**src/rtl/fetch_unit.sv**
```systemverilog
// Instruction fetch stage: PC, 2-wide I-cache requests, instruction buffer, flush/redirect.
// Optional FETCH_PERF_CNT_EN adds saturating fetch/stall performance counters.
`timescale 1ns/1ps
module fetch_unit #(
    parameter int unsigned CPU_ADDR_BITS = 32,
    parameter int unsigned CPU_INST_BITS = 32,
    parameter int unsigned FETCH_WIDTH   = 2,
    parameter int unsigned IB_DEPTH      = 4,
    parameter logic [CPU_ADDR_BITS-1:0] PC_RESET = '0
) (
    input  logic                                 clk,
    input  logic                                 rst,
    input  logic                                 flush,
    input  logic [2:0]                           pc_sel,
    input  logic [CPU_ADDR_BITS-1:0]             rob_pc,
    output logic [CPU_ADDR_BITS-1:0]             icache_addr,
    output logic                                 icache_re,
    input  logic [FETCH_WIDTH*CPU_INST_BITS-1:0] icache_dout,
    input  logic                                 icache_dout_val,
    input  logic                                 icache_stall,
    input  logic                                 decoder_rdy,
    output logic [CPU_ADDR_BITS-1:0]             inst0_pc,
    output logic [CPU_ADDR_BITS-1:0]             inst1_pc,
    output logic [CPU_INST_BITS-1:0]             inst0,
    output logic [CPU_INST_BITS-1:0]             inst1,
    output logic                                 inst_val
`ifdef FETCH_PERF_CNT_EN
    ,
    output logic [31:0]                          perf_fetch_cnt,
    output logic [31:0]                          perf_stall_cnt
`endif
);

    localparam int unsigned PTR_W  = (IB_DEPTH > 1) ? $clog2(IB_DEPTH) : 1;
    localparam int unsigned CNT_W  = PTR_W + 1;
    localparam int unsigned PAIR_W = FETCH_WIDTH * CPU_INST_BITS;
    localparam logic [CNT_W:0] DEPTH_C = IB_DEPTH[CNT_W:0];

    logic [CPU_ADDR_BITS-1:0] pc_q, pc_d, req_pc_q, req_pc_d;
    logic                     inflight_q, inflight_d, drop_q, drop_d;
    logic [PTR_W-1:0]         wr_ptr_q, wr_ptr_d, rd_ptr_q, rd_ptr_d;
    logic [CNT_W-1:0]         count_q, count_d;
    logic [PAIR_W-1:0]        ib_inst_q [IB_DEPTH];
    logic [CPU_ADDR_BITS-1:0] ib_pc_q   [IB_DEPTH];
    logic                     empty, push, pop;
    logic [CNT_W:0]           credit_used;
    logic                     unused_pc_sel;

    assign unused_pc_sel = ^pc_sel[2:1];

    // In-flight request reserves its IB slot, so a response can always be written.
    assign credit_used = {1'b0, count_q} + {{CNT_W{1'b0}}, inflight_q};
    assign empty       = (count_q == '0);
    assign icache_addr = pc_q;
    assign icache_re   = !flush && !pc_sel[0] && !icache_stall && (credit_used < DEPTH_C);
    assign push        = icache_dout_val && !drop_q && !flush;
    assign pop         = !empty && decoder_rdy && !flush;

    // NOTE: every variable gets a default at the top of always_comb so no path can infer a latch.
    always_comb begin
        pc_d       = pc_q;
        req_pc_d   = req_pc_q;
        inflight_d = icache_re;
        drop_d     = flush && inflight_q;
        wr_ptr_d   = wr_ptr_q;
        rd_ptr_d   = rd_ptr_q;
        count_d    = count_q;

        if (flush || pc_sel[0]) begin
            if (pc_sel[0]) pc_d = rob_pc;
        end else if (icache_re) begin
            pc_d     = pc_q + CPU_ADDR_BITS'(8);
            req_pc_d = pc_q;
        end

        if (flush) begin
            wr_ptr_d = '0;
            rd_ptr_d = '0;
            count_d  = '0;
        end else begin
            if (push) wr_ptr_d = wr_ptr_q + PTR_W'(1);
            if (pop)  rd_ptr_d = rd_ptr_q + PTR_W'(1);
            case ({push, pop})
                2'b10:   count_d = count_q + CNT_W'(1);
                2'b01:   count_d = count_q - CNT_W'(1);
                default: count_d = count_q;
            endcase
        end
    end

    // NOTE: sequential state uses non-blocking assignments so all flops update together at the edge.
    always_ff @(posedge clk or negedge rst) begin
        if (!rst) begin
            pc_q       <= PC_RESET;
            req_pc_q   <= '0;
            inflight_q <= 1'b0;
            drop_q     <= 1'b0;
            wr_ptr_q   <= '0;
            rd_ptr_q   <= '0;
            count_q    <= '0;
        end else begin
            pc_q       <= pc_d;
            req_pc_q   <= req_pc_d;
            inflight_q <= inflight_d;
            drop_q     <= drop_d;
            wr_ptr_q   <= wr_ptr_d;
            rd_ptr_q   <= rd_ptr_d;
            count_q    <= count_d;
        end
    end

    // NOTE: buffer storage is not reset; the count gates every read, so stale contents are never visible.
    always_ff @(posedge clk) begin
        if (push) begin
            ib_inst_q[wr_ptr_q] <= icache_dout;
            ib_pc_q[wr_ptr_q]   <= req_pc_q;
        end
    end

    always_comb begin
        inst_val = !empty;
        inst0    = '0;
        inst1    = '0;
        inst0_pc = '0;
        inst1_pc = '0;
        if (!empty) begin
            inst0    = ib_inst_q[rd_ptr_q][CPU_INST_BITS-1:0];
            inst1    = ib_inst_q[rd_ptr_q][2*CPU_INST_BITS-1:CPU_INST_BITS];
            inst0_pc = ib_pc_q[rd_ptr_q];
            inst1_pc = ib_pc_q[rd_ptr_q] + CPU_ADDR_BITS'(4);
        end
    end

`ifdef FETCH_PERF_CNT_EN
    logic [31:0] fetch_cnt_q, fetch_cnt_d, stall_cnt_q, stall_cnt_d;

    always_comb begin
        fetch_cnt_d = fetch_cnt_q;
        stall_cnt_d = stall_cnt_q;
        if (icache_re && (fetch_cnt_q != '1))
            fetch_cnt_d = fetch_cnt_q + 32'd1;
        if ((!inst_val || !decoder_rdy) && (stall_cnt_q != '1))
            stall_cnt_d = stall_cnt_q + 32'd1;
    end

    always_ff @(posedge clk or negedge rst) begin
        if (!rst) begin
            fetch_cnt_q <= '0;
            stall_cnt_q <= '0;
        end else begin
            fetch_cnt_q <= fetch_cnt_d;
            stall_cnt_q <= stall_cnt_d;
        end
    end

    assign perf_fetch_cnt = fetch_cnt_q;
    assign perf_stall_cnt = stall_cnt_q;
`endif

endmodule

```
**config.mk**
```make
export PLATFORM = sky130hd
export DESIGN_NAME = fetch_unit
export DESIGN_NICKNAME = d
export VERILOG_FILES = /design/src/rtl/fetch_unit.sv
export SDC_FILE = /design/constraint.sdc
export NUM_CORES = 1
export LEC_CHECK = 0
export CAP_MARGIN = 10
export CORE_ASPECT_RATIO = 1.4
export CORE_MARGIN = 2
export CORE_UTILIZATION = 49
export DETAILED_ROUTE_END_ITERATION = 10
export GPL_TIMING_DRIVEN = 0
export PLACE_DENSITY = 0.83
export SLEW_MARGIN = 20
export SYNTH_ARGS = -nofsm -noshare
export SYNTH_HDL_FRONTEND = slang
export SYNTH_SLANG_ARGS = --single-unit
```
**constraint.sdc**
```tcl
create_clock -name clk -period 4.8 [get_ports clk]
set_input_delay 0.72 -clock clk [delete_from_list [all_inputs] [get_ports clk]]
set_output_delay 0.72 -clock clk [all_outputs]
set_load 0.05 [all_outputs]
```
==> metrics.yaml, run 1 <==
ant_nets: 0
status: "completed"
ys_seq_elements: 457
clock_sinks: 457
core_area_um2: 38300
hold_viol: 0
avgViaCountPerCell: 5.80
path_max_fanout: 10
setup_viol: 0
grt_first_pass_wirelength_um: 67300
startpoint_type: "flip-flop"
synth_seq_area_share_pct: 70.6
die_h_um: 237
ys_top_cells_by_area: "edfxtp_1, mux4_2, dfrtp_1, and2_1, mux2_2"
r2r_setup_slack_ns: 2.24
dpl.hpwl_um: 31000
syn_inst: 1103
overflow: 0
maxCapViolCount: 0
final_net_count: 1534
cts_resized: 11
yosysUniqueCellTypes: 56
yosysWarnings: 0
swShare_pct: 33.3
synthesis.area_um2: 18900
drt-initial-drc-count: 899
synth.largest_area_cell: "edfxtp_1"
rsz0062_at_grt: "no"
cts_tree: "yes"
start_util_pct: 49.4
p_int_mw: 7.90
setup_slack_ns: 0.180
combPwrFrac_pct: 30.3
pre_cts_slack_ns: 0.165
slew_headroom_pct: 46.4
firstDrtPassIters: 5
fmax_mhz: 216
worst_pin_slew_ns: 0.797
dp_cells: 1855
ir_drop_uv: 272
drv_slew: 0
ys.flop_type: "edfxtp_1"
wirelength_um: 44600
p_leak_nw: 8.24
die_area_um2: 40200
die_x_um: 170
antenna_found_initial: 0
powerDensity_nw_per_um2: 495
numCtsBuffers: 43
fin_crit_ns: 4.62
fin_crit_sh_pct: 96.2
async_flop_share_pct: 16.0
grtUsageTotal_pct: 22.1
post_cts_buffers: 0
cts-root-buf: "clkbuf_16"
min-delay-path-class: "in -> async"
diodes: 0
port_buffers: 264
h-tree-depth: 2
synth_edf_count: 384
gp_congestion: 0.923
vias: 11200
cp.required_ns: 4.08
p_clk_share_pct: 28.4
synth.avg_cell_area_um2: 17.2
syn2layout_area_growth_pct: 26.2
remaining_drc_errors: 0
power_switching_mw: 3.94
skew_ns: 0.0184
cts.path.max_buffers: 3
pwr-share-seq_pct: 41.4
cp.arrival_ns: 3.90
cts-hold-fix-buffers: 0
clk_pin_slew_ns: 0.07
ioPinCount: 267
rows: 85
critPathKind: "reg -> out"
stdcell_count: 1934
crit_path_end_kind: "primary output"
grt_max_degree: 55
wl_per_cell_um: 23.1
synth_nets: 1215
yosysTopAreaCellShare_pct: 60.9
grt_pass1_vias: 11600
clock_latency_ns: 0.54
drive_above_1_share_pct: 16.5
worst max-delay path, stage by stage (launching register included):
cell and delay (ns):
dfrtp_1 0.33, buf_4 0.16, clkbuf_4 0.24, buf_2 0.31
mux4_2 0.29, ha_1 0.30, nand2_1 0.19, nor2_2 0.37
nand3_1 0.13, a21oi_1 0.17, clkdlybuf4s50_1 0.88
through the flow:
step                      power [mW]  hold slack, ns  cell area (µm²)  setup TNS, ns  util, %
final                           11.8          0.0704            23900              0     62.4
after global routing            12.3          0.0654            23900              0     62.4
after CTS                       11.9          0.0533            23800              0     62.3
after detailed placement        8.56           0.481            22400              0     58.5
after global placement          8.50           0.474            22200        -543.88     57.9
after floorplan                 7.29           0.424            18900              0        -
power by group through the flow:
stage	clock (mW)	combinational (mW)	sequential, mW
after detailed placement	0	3.59	4.97
final	3.36	3.58	4.89
after global routing	3.57	3.76	4.93
after floorplan	0	2.26	5.03
after global placement	0	3.54	4.96
after CTS	3.42	3.61	4.89
kinds of logic (layout without fill, tap and decap cells):
logic type               after synthesis  in the layout  share of synthesized area, %
flip-flops                           457            457                          70.6
AND/OR/NAND/NOR                      307            307                          8.84
multiplexers                         140            140                          14.2
AO/OA/AOI/OAI                        102            102                          3.29
buffers and inverters                 74            427                          1.83
XOR/XNOR                              16             16                         0.740
adder cells (fa/ha/maj)                7              7                         0.502
path summary, 6_finish.rpt:
kind / depth (start not counted) / startpoint / endpoint
setup / recovery: 10 / rd_ptr_q[1] / inst1_pc[20]
hold / removal: 1 / rst / icache_addr[11]
setup reg to reg: 6 / icache_addr[10] / icache_addr[31]
hold reg to reg: 1 / inflight_q / drop_q
max in group asynchronous: 2 / rst / req_pc_q[24]
min in group clk: 1 / inflight_q / drop_q
Yosys cell counts, types with 3 or more instances:
cell type / n
o21ai_0: 26
buf_2: 12
nor4_1: 9
buf_4: 3
nand3_1: 28
buf_6: 3
a32oi_1: 3
nor3_1: 15
mux2_1: 5
xor2_1: 8
nor2_1: 55
a21oi_1: 37
mux4_2: 86
inv_1: 11
nand4_1: 10
xnor2_1: 8
and4_1: 5
nand2_1: 51
buf_1: 4
or3_1: 5
mux4_1: 10
and2_1: 105
ha_1: 6
dfrtp_1: 73
o22ai_1: 11
edfxtp_1: 384
o22a_1: 3
or4_1: 5
and3_1: 8
clkbuf_1: 39
mux2_2: 37
or2_2: 3
a31oi_1: 5
registers in the layout (all words and copies together), names as in the netlist:
name and count:
rd_ptr_q 2, wr_ptr_q 2, icache_addr 32, inflight_q 1, drop_q 1, ib_pc_q 128, ib_inst_q 256, req_pc_q 32
count_q 3
cell type report:
cell class,instances,area (µm²)
Sequential cell,457,13400
Buffer,63,318
Inverter,11,41.3
Clock inverter,21,206
Multi-Input combinational cell,572,5270
Timing Repair Buffer,274,2910
Clock buffer,58,1190
Fill cell,2711,14400
Tap cell,478,598
cells in the final DEF, fill, tap and decap left out, types with 11 or more instances in the layout:
cell             instances
and2_1                 101
inv_1                   11
dfrtp_1                 73
mux2_2                  37
mux4_2                  86
buf_2                   11
o21ai_0                 26
clkdlybuf4s50_1        245
nor2_1                  54
a21oi_1                 37
clkbuf_1                48
o22ai_1                 11
dlymetal6s2s_1          16
nand2_1                 51
clkbuf_16               45
nor3_1                  13
edfxtp_1               384
nand3_1                 27
routing by layer:
metal	track usage [%]	up-vias	wire, µm
met5	0	-	0
met4	9.01	0	1600
met3	4.38	100	2870
met2	40.0	484	24000
met1	25.6	5649	16100
li1	-	4975	-
(Power assumes the default switching activity.)
==> run 2, diff against run 1 <==
==> constraint.sdc (replaced) <==
create_clock -name clk -period 4.7 [get_ports clk]
set_input_delay 0.705 -clock clk [delete_from_list [all_inputs] [get_ports clk]]
set_output_delay 0.705 -clock clk [all_outputs]
set_load 0.05 [all_outputs]
==> run 2 against run 1 <==
Power up 1.9%; via count down 0.46%; worst setup slack worse by 0.019 ns; die area unchanged; sequential power up 2%; sequential cell count unchanged; first-iteration DRC count up 6.5%; highest routed layer unchanged.
==> metrics.yaml, run 2 (synthesis gave the netlist of run 1 again) <==
p_clk_share_pct: 28.4  # about the same
start_util_pct: 49.4  # unchanged
power_switching_mw: 4.01  # +1.9%
grtUsageTotal_pct: 22.2  # +0.026 points
finalSetupTns_ns: 0  # unchanged
cp.arrival_ns: 3.83  # -0.07 ns
final_common_cell: "edfxtp_1"
p_leak_nw: 8.16  # -0.96%
n_fill_cell: 2721  # +0.37%
rows: 85  # unchanged
fin_crit_ns: 4.54
wirelength_um: 44500  # -0.23%
r2r_setup_slack_ns: 1.93  # -0.31 ns
overflow: 0  # unchanged
gp_congestion: 0.923  # unchanged
h-tree-depth: 2  # unchanged
drv_slew: 0  # unchanged
fmax_mhz: 220
post_cts_buffers: 0  # unchanged
clock_latency_ns: 0.54  # about the same
numCtsBuffers: 43  # unchanged
powerDensity_nw_per_um2: 506  # +2.1%
layout_common_cells: "edfxtp_1, clkdlybuf4s50_1, and2_1, mux4_2, dfrtp_1"
syn2layout_area_growth_pct: 26.0
path_common_cell: "buf_2"
die_area_um2: 40200  # unchanged
final_area_um2: 23900  # -0.15%
critical_path.max_stage_delay_ns: 0.70  # -0.18 ns
ioPinCount: 267  # unchanged
ir_drop_uv: 276  # +1.5%
core_area_um2: 38300  # unchanged
grt_max_degree: 55  # unchanged
pwr-share-seq_pct: 41.4  # about the same
drive_above_1_share_pct: 16.5  # about the same
cts_resized: 25  # +14
worst_pin_slew_ns: 0.806  # +0.00821 ns
pre_cts_slack_ns: 0.0950  # -0.0700 ns
cp.required_ns: 3.99  # -0.09 ns
cts_tree: "yes"
min-delay-path-class: "in -> async"
remaining_drc_errors: 0  # unchanged
drt-initial-drc-count: 957  # +6.5%
cts-hold-fix-buffers: 0  # unchanged
swShare_pct: 33.3  # about the same
wl_per_cell_um: 23.0  # -0.18%
clock_sinks: 457  # unchanged
dp_cells: 1855  # unchanged
vias: 11200  # -0.46%
fin_hold_ws_ns: 0.0545  # -0.0159 ns
die_x_um: 170  # unchanged
power_mw: 12.1  # +1.9%
die_h_um: 237  # unchanged
fin_util_pct: 62.3  # -0.095 points
path_max_fanout: 10  # unchanged
crit_chain: "buf_4, clkbuf_4, buf_2, buf_2, buf_2, clkbuf_2, mux4_2, and2_1, clkdlybuf4s50_1"
cp_top_family: "buffers and inverters"
diodes: 0  # unchanged
combPwrFrac_pct: 30.2  # about the same
critPathKind: "reg -> out"
cts.path.max_buffers: 3  # unchanged
skew_ns: 0.0199  # +0.00152 ns
slowest_stage: "clkdlybuf4s50_1"
top_regs: "ib_inst_q x256, ib_pc_q x128"
largest_reg_flops: 256  # unchanged
p_int_mw: 8.05  # +1.9%
port_buffers: 264  # unchanged
dpl.hpwl_um: 31000  # unchanged
hold_viol: 0  # unchanged
fin_crit_sh_pct: 96.6
rsz0062_at_grt: "no"
path_buf_inv: 7  # +3
status: "completed"
regMostFlops: "ib_inst_q"
setup_viol: 0  # unchanged
clk_pin_slew_ns: 0.07  # about the same
startpoint_type: "flip-flop"
firstDrtPassIters: 5  # unchanged
maxCapViolCount: 0  # unchanged
avgViaCountPerCell: 5.77  # -0.40%
cts-root-buf: "clkbuf_16"
antenna_found_initial: 0  # unchanged
grt_pass1_vias: 11600  # -0.052%
ant_nets: 0  # unchanged
placed_area_um2: 22400  # unchanged
grt_first_pass_wirelength_um: 67400  # +0.10%
final_net_count: 1533  # -0.065%
crit_path_end_kind: "primary output"
setup_slack_ns: 0.161  # -0.0194 ns
slew_headroom_pct: 45.8  # -0.55 points
stdcell_count: 1933  # -0.052%
[run 2: changes by cell type in the layout (fill, tap and decap cells not counted), sizes merged]
cell	delta
dlygate4sd2	+12
clkbuf	-1
clkdlybuf4s50	-4
dlymetal6s2s	-8
[run 2: path summary, 6_finish.rpt]
kind	from	to	cells past startpoint
min	rst	icache_addr[11]	1
max in group asynchronous	rst	count_q[0]	2
max reg2reg	count_q[1]	count_q[2]	8
max	rd_ptr_q[1]	inst0[23]	9
min reg2reg	inflight_q	drop_q	1
min in group clk	inflight_q	drop_q	1
[run 2: area by class of cell]
| class | count | area [µm²] | share of cell area, % |
|---|---|---|---|
| clock buffer | 58 | 1190 | 5.01 |
| timing repair buffer | 274 | 2870 | 12.0 |
| tap | 478 | 598 | 2.51 |
| inverter | 11 | 41.3 | 0.173 |
| sequential | 457 | 13400 | 56.0 |
| multi-input combinational | 572 | 5270 | 22.1 |
| clock inverter | 21 | 206 | 0.865 |
| buffer | 62 | 317 | 1.33 |
[run 2: power by group through the flow]
stage	Sequential (mW)	Clock [mW]	Combinational (mW)
floorplan	5.13	0	2.31
global route	5.03	3.65	3.82
global placement	5.06	0	3.62
CTS	4.99	3.49	3.67
finish	5.00	3.42	3.64
detailed placement	5.08	0	3.67
[run 2: routing by layer]
metal | routed length, µm | track usage, %
met5 | 0 | 0
met4 | 1570 | 8.57
met3 | 2960 | 4.36
met2 | 24000 | 40.2
met1 | 16000 | 25.7
==> run 3, diff against run 2 <==
--- a/config.mk
+++ b/config.mk
@@ -12,6 +12,7 @@
 export DETAILED_ROUTE_END_ITERATION = 10
 export GPL_TIMING_DRIVEN = 0
 export PLACE_DENSITY = 0.83
+export REMOVE_ABC_BUFFERS = 1
 export SLEW_MARGIN = 20
 export SYNTH_ARGS = -nofsm -noshare
 export SYNTH_HDL_FRONTEND = slang
==> run 3 against run 2 <==
Final area unchanged; count of clock-buffer cells in the layout decreased by 1; sequential power about the same; clock power increased by 3%; routed wire length decreased by 5.5%; hold slack improved by 0.026 ns; sequential share of layout area about the same; maximum frequency decreased by 0.92%; power increased by 0.67%; first-iteration DRC count decreased by 4.8%; global-route usage decreased by 1.2 points; non-clock buffer count decreased by 46.
==> metrics.yaml, run 3 (synthesis gave the netlist of run 1 again) <==
drv_slew: 0  # unchanged
layout_common_cells: "edfxtp_1, clkdlybuf4s50_1, and2_1, mux4_2, dfrtp_1"
grt_pass1_vias: 11300  # -2.4%
antenna_found_initial: 0  # unchanged
clock_sinks: 457  # unchanged
ant_nets: 0  # unchanged
regMostFlops: "ib_inst_q"
r2r_setup_slack_ns: 1.86  # -0.07 ns
pre_cts_slack_ns: -0.432  # -0.527 ns
vias: 10900  # -2.4%
core_area_um2: 38300  # unchanged
cts.path.max_buffers: 3  # unchanged
ir_drop_uv: 298  # +8.3%
startpoint_type: "flip-flop"
clock_latency_ns: 0.54  # about the same
fmax_mhz: 218  # -0.92%
gp_congestion: 0.876  # -5.1%
rsz0062_at_grt: "no"
maxCapViolCount: 0  # unchanged
cts_tree: "yes"
fin_crit_ns: 4.58  # +0.0420 ns
clk_pin_slew_ns: 0.07  # about the same
cp.required_ns: 3.99  # about the same
setup_viol: 0  # unchanged
status: "completed"
firstDrtPassIters: 5  # unchanged
diodes: 0  # unchanged
dp_cells: 1799  # -3.0%
final_net_count: 1486  # -3.1%
overflow: 0  # unchanged
powerDensity_nw_per_um2: 509  # +0.67%
final_common_cell: "edfxtp_1"
die_h_um: 237  # unchanged
critPathKind: "reg -> out"
grtUsageTotal_pct: 20.9  # -1.2 points
drt-initial-drc-count: 911  # -4.8%
cts-root-buf: "clkbuf_16"
fin_crit_sh_pct: 97.5  # +0.89 points
r2r-end: "count_q[2]"
remaining_drc_errors: 0  # unchanged
numCtsBuffers: 42  # -2.3%
wirelength_um: 42100  # -5.5%
h-tree-depth: 2  # unchanged
die_x_um: 170  # unchanged
placed_area_um2: 22300  # -0.52%
cp.arrival_ns: 3.88  # +0.05 ns
grt_first_pass_wirelength_um: 64100  # -4.9%
top_regs: "ib_inst_q x256, ib_pc_q x128"
fin_util_pct: 62.3  # unchanged
setup_slack_ns: 0.119  # -0.0420 ns
fin_hold_ws_ns: 0.0801  # +0.0256 ns
final_area_um2: 23900  # unchanged
die_area_um2: 40200  # unchanged
ioPinCount: 267  # unchanged
p_leak_nw: 8.03  # -1.6%
port_buffers: 264  # unchanged
r2r_start: "count_q[1]"
crit_path_end_kind: "primary output"
path_max_fanout: 9  # -1
hold_viol: 0  # unchanged
dpl.hpwl_um: 27600  # -11%
largest_reg_flops: 256  # unchanged
worst_pin_slew_ns: 1.03  # +0.229 ns
drive_above_1_share_pct: 17.6  # +1.1 points
grt_max_degree: 59  # +7.3%
n_fill_cell: 2702  # -0.70%
syn2layout_area_growth_pct: 26.0  # unchanged
slew_headroom_pct: 30.4  # -15 points
stdcell_count: 1886  # -2.4%
rr_worst_depth: 8  # unchanged
rows: 85  # unchanged
min-delay-path-class: "in -> async"
wl_per_cell_um: 22.3  # -3.1%
start_util_pct: 49.4  # unchanged
skew_ns: 0.00848  # -0.0114 ns
avgViaCountPerCell: 5.77  # about the same
==> run 3: changes by cell type in the layout (fill, tap and decap cells not counted), sizes merged <==
cell	change
clkbuf	-41
dlymetal6s2s	-8
buf	-7
clkdlybuf4s50	+7
bufbuf	+1
bufinv	+1
clkinv	-1
clkinvlp	-1
dlygate4sd2	+1
inv	+1
==> run 3: timing repair <==
action / in CTS / in global routing
hold buffers: 0 / 0
gates cloned: 1 / 0
gates resized for setup: 25 / 1
buffers inserted: 2 / 6
setup endpoints to repair: 19 / 11
endpoints found under the hold margin: 0 / 0
==> run 3: power breakdown <==
group          internal, mW  total, mW  switching [mW]  leakage (nW)
registers              4.77       5.01           0.235          4.36
logic                  1.33       3.61            2.28          2.95
clock network          2.08       3.53            1.45         0.717
==> run 3: area by class of cell <==
cell class,instances,area [µm²],area share [%]
multi-input combinational,572,5250,22.0
clock inverter,21,226,0.949
clock buffer,57,1230,5.17
inverter,11,43.8,0.184
tap,478,598,2.51
sequential,457,13400,56.0
timing repair buffer,290,3140,13.2
==> run 3: routing by layer <==
metal,up-vias,global-route usage [%],wire (µm)
met2,413,37.7,22200
met1,5526,25.2,16100
met4,0,7.54,1280
met3,79,3.43,2440
li1,4872,-,-
met5,-,0,0
==> run 3: stage by stage <==
step / setup TNS, ns / power (mW)
final: 0 / 12.1
after global routing: 0 / 12.6
after CTS: -0.0152 / 12.2
after detailed placement: -0.458 / 8.71
after global placement: -1048.70 / 8.67
after floorplan: -128.24 / 7.43
==> run 3: how the worst max path moves through the flow <==
stage / endpoint / slack [ns] / depth (start not counted) / start
2_1_floorplan: inst1_pc[30] / -2.17 / 5 / rd_ptr_q[0]
4_1_cts: inst1_pc[31] / -0.02 / 7 / rd_ptr_q[0]
3_3_place_gp: inst1_pc[31] / -4.72 / 6 / rd_ptr_q[0]
5_1_grt: icache_re / 0.06 / 5 / pc_sel[0]
6_report: inst1_pc[24] / 0.12 / 8 / rd_ptr_q[0]
3_5_place_dp: icache_re / -0.43 / 5 / pc_sel[0]
==> run 3: critical path: stages (launching register included) <==
cell	delay [ns]
dfrtp_4	0.56
buf_4	0.19
mux4_2	0.38
ha_1	0.33
nand2_1	0.19
nor2_1	0.47
nand3_1	0.14
mux2_2	0.26
clkdlybuf4s50_1	0.80
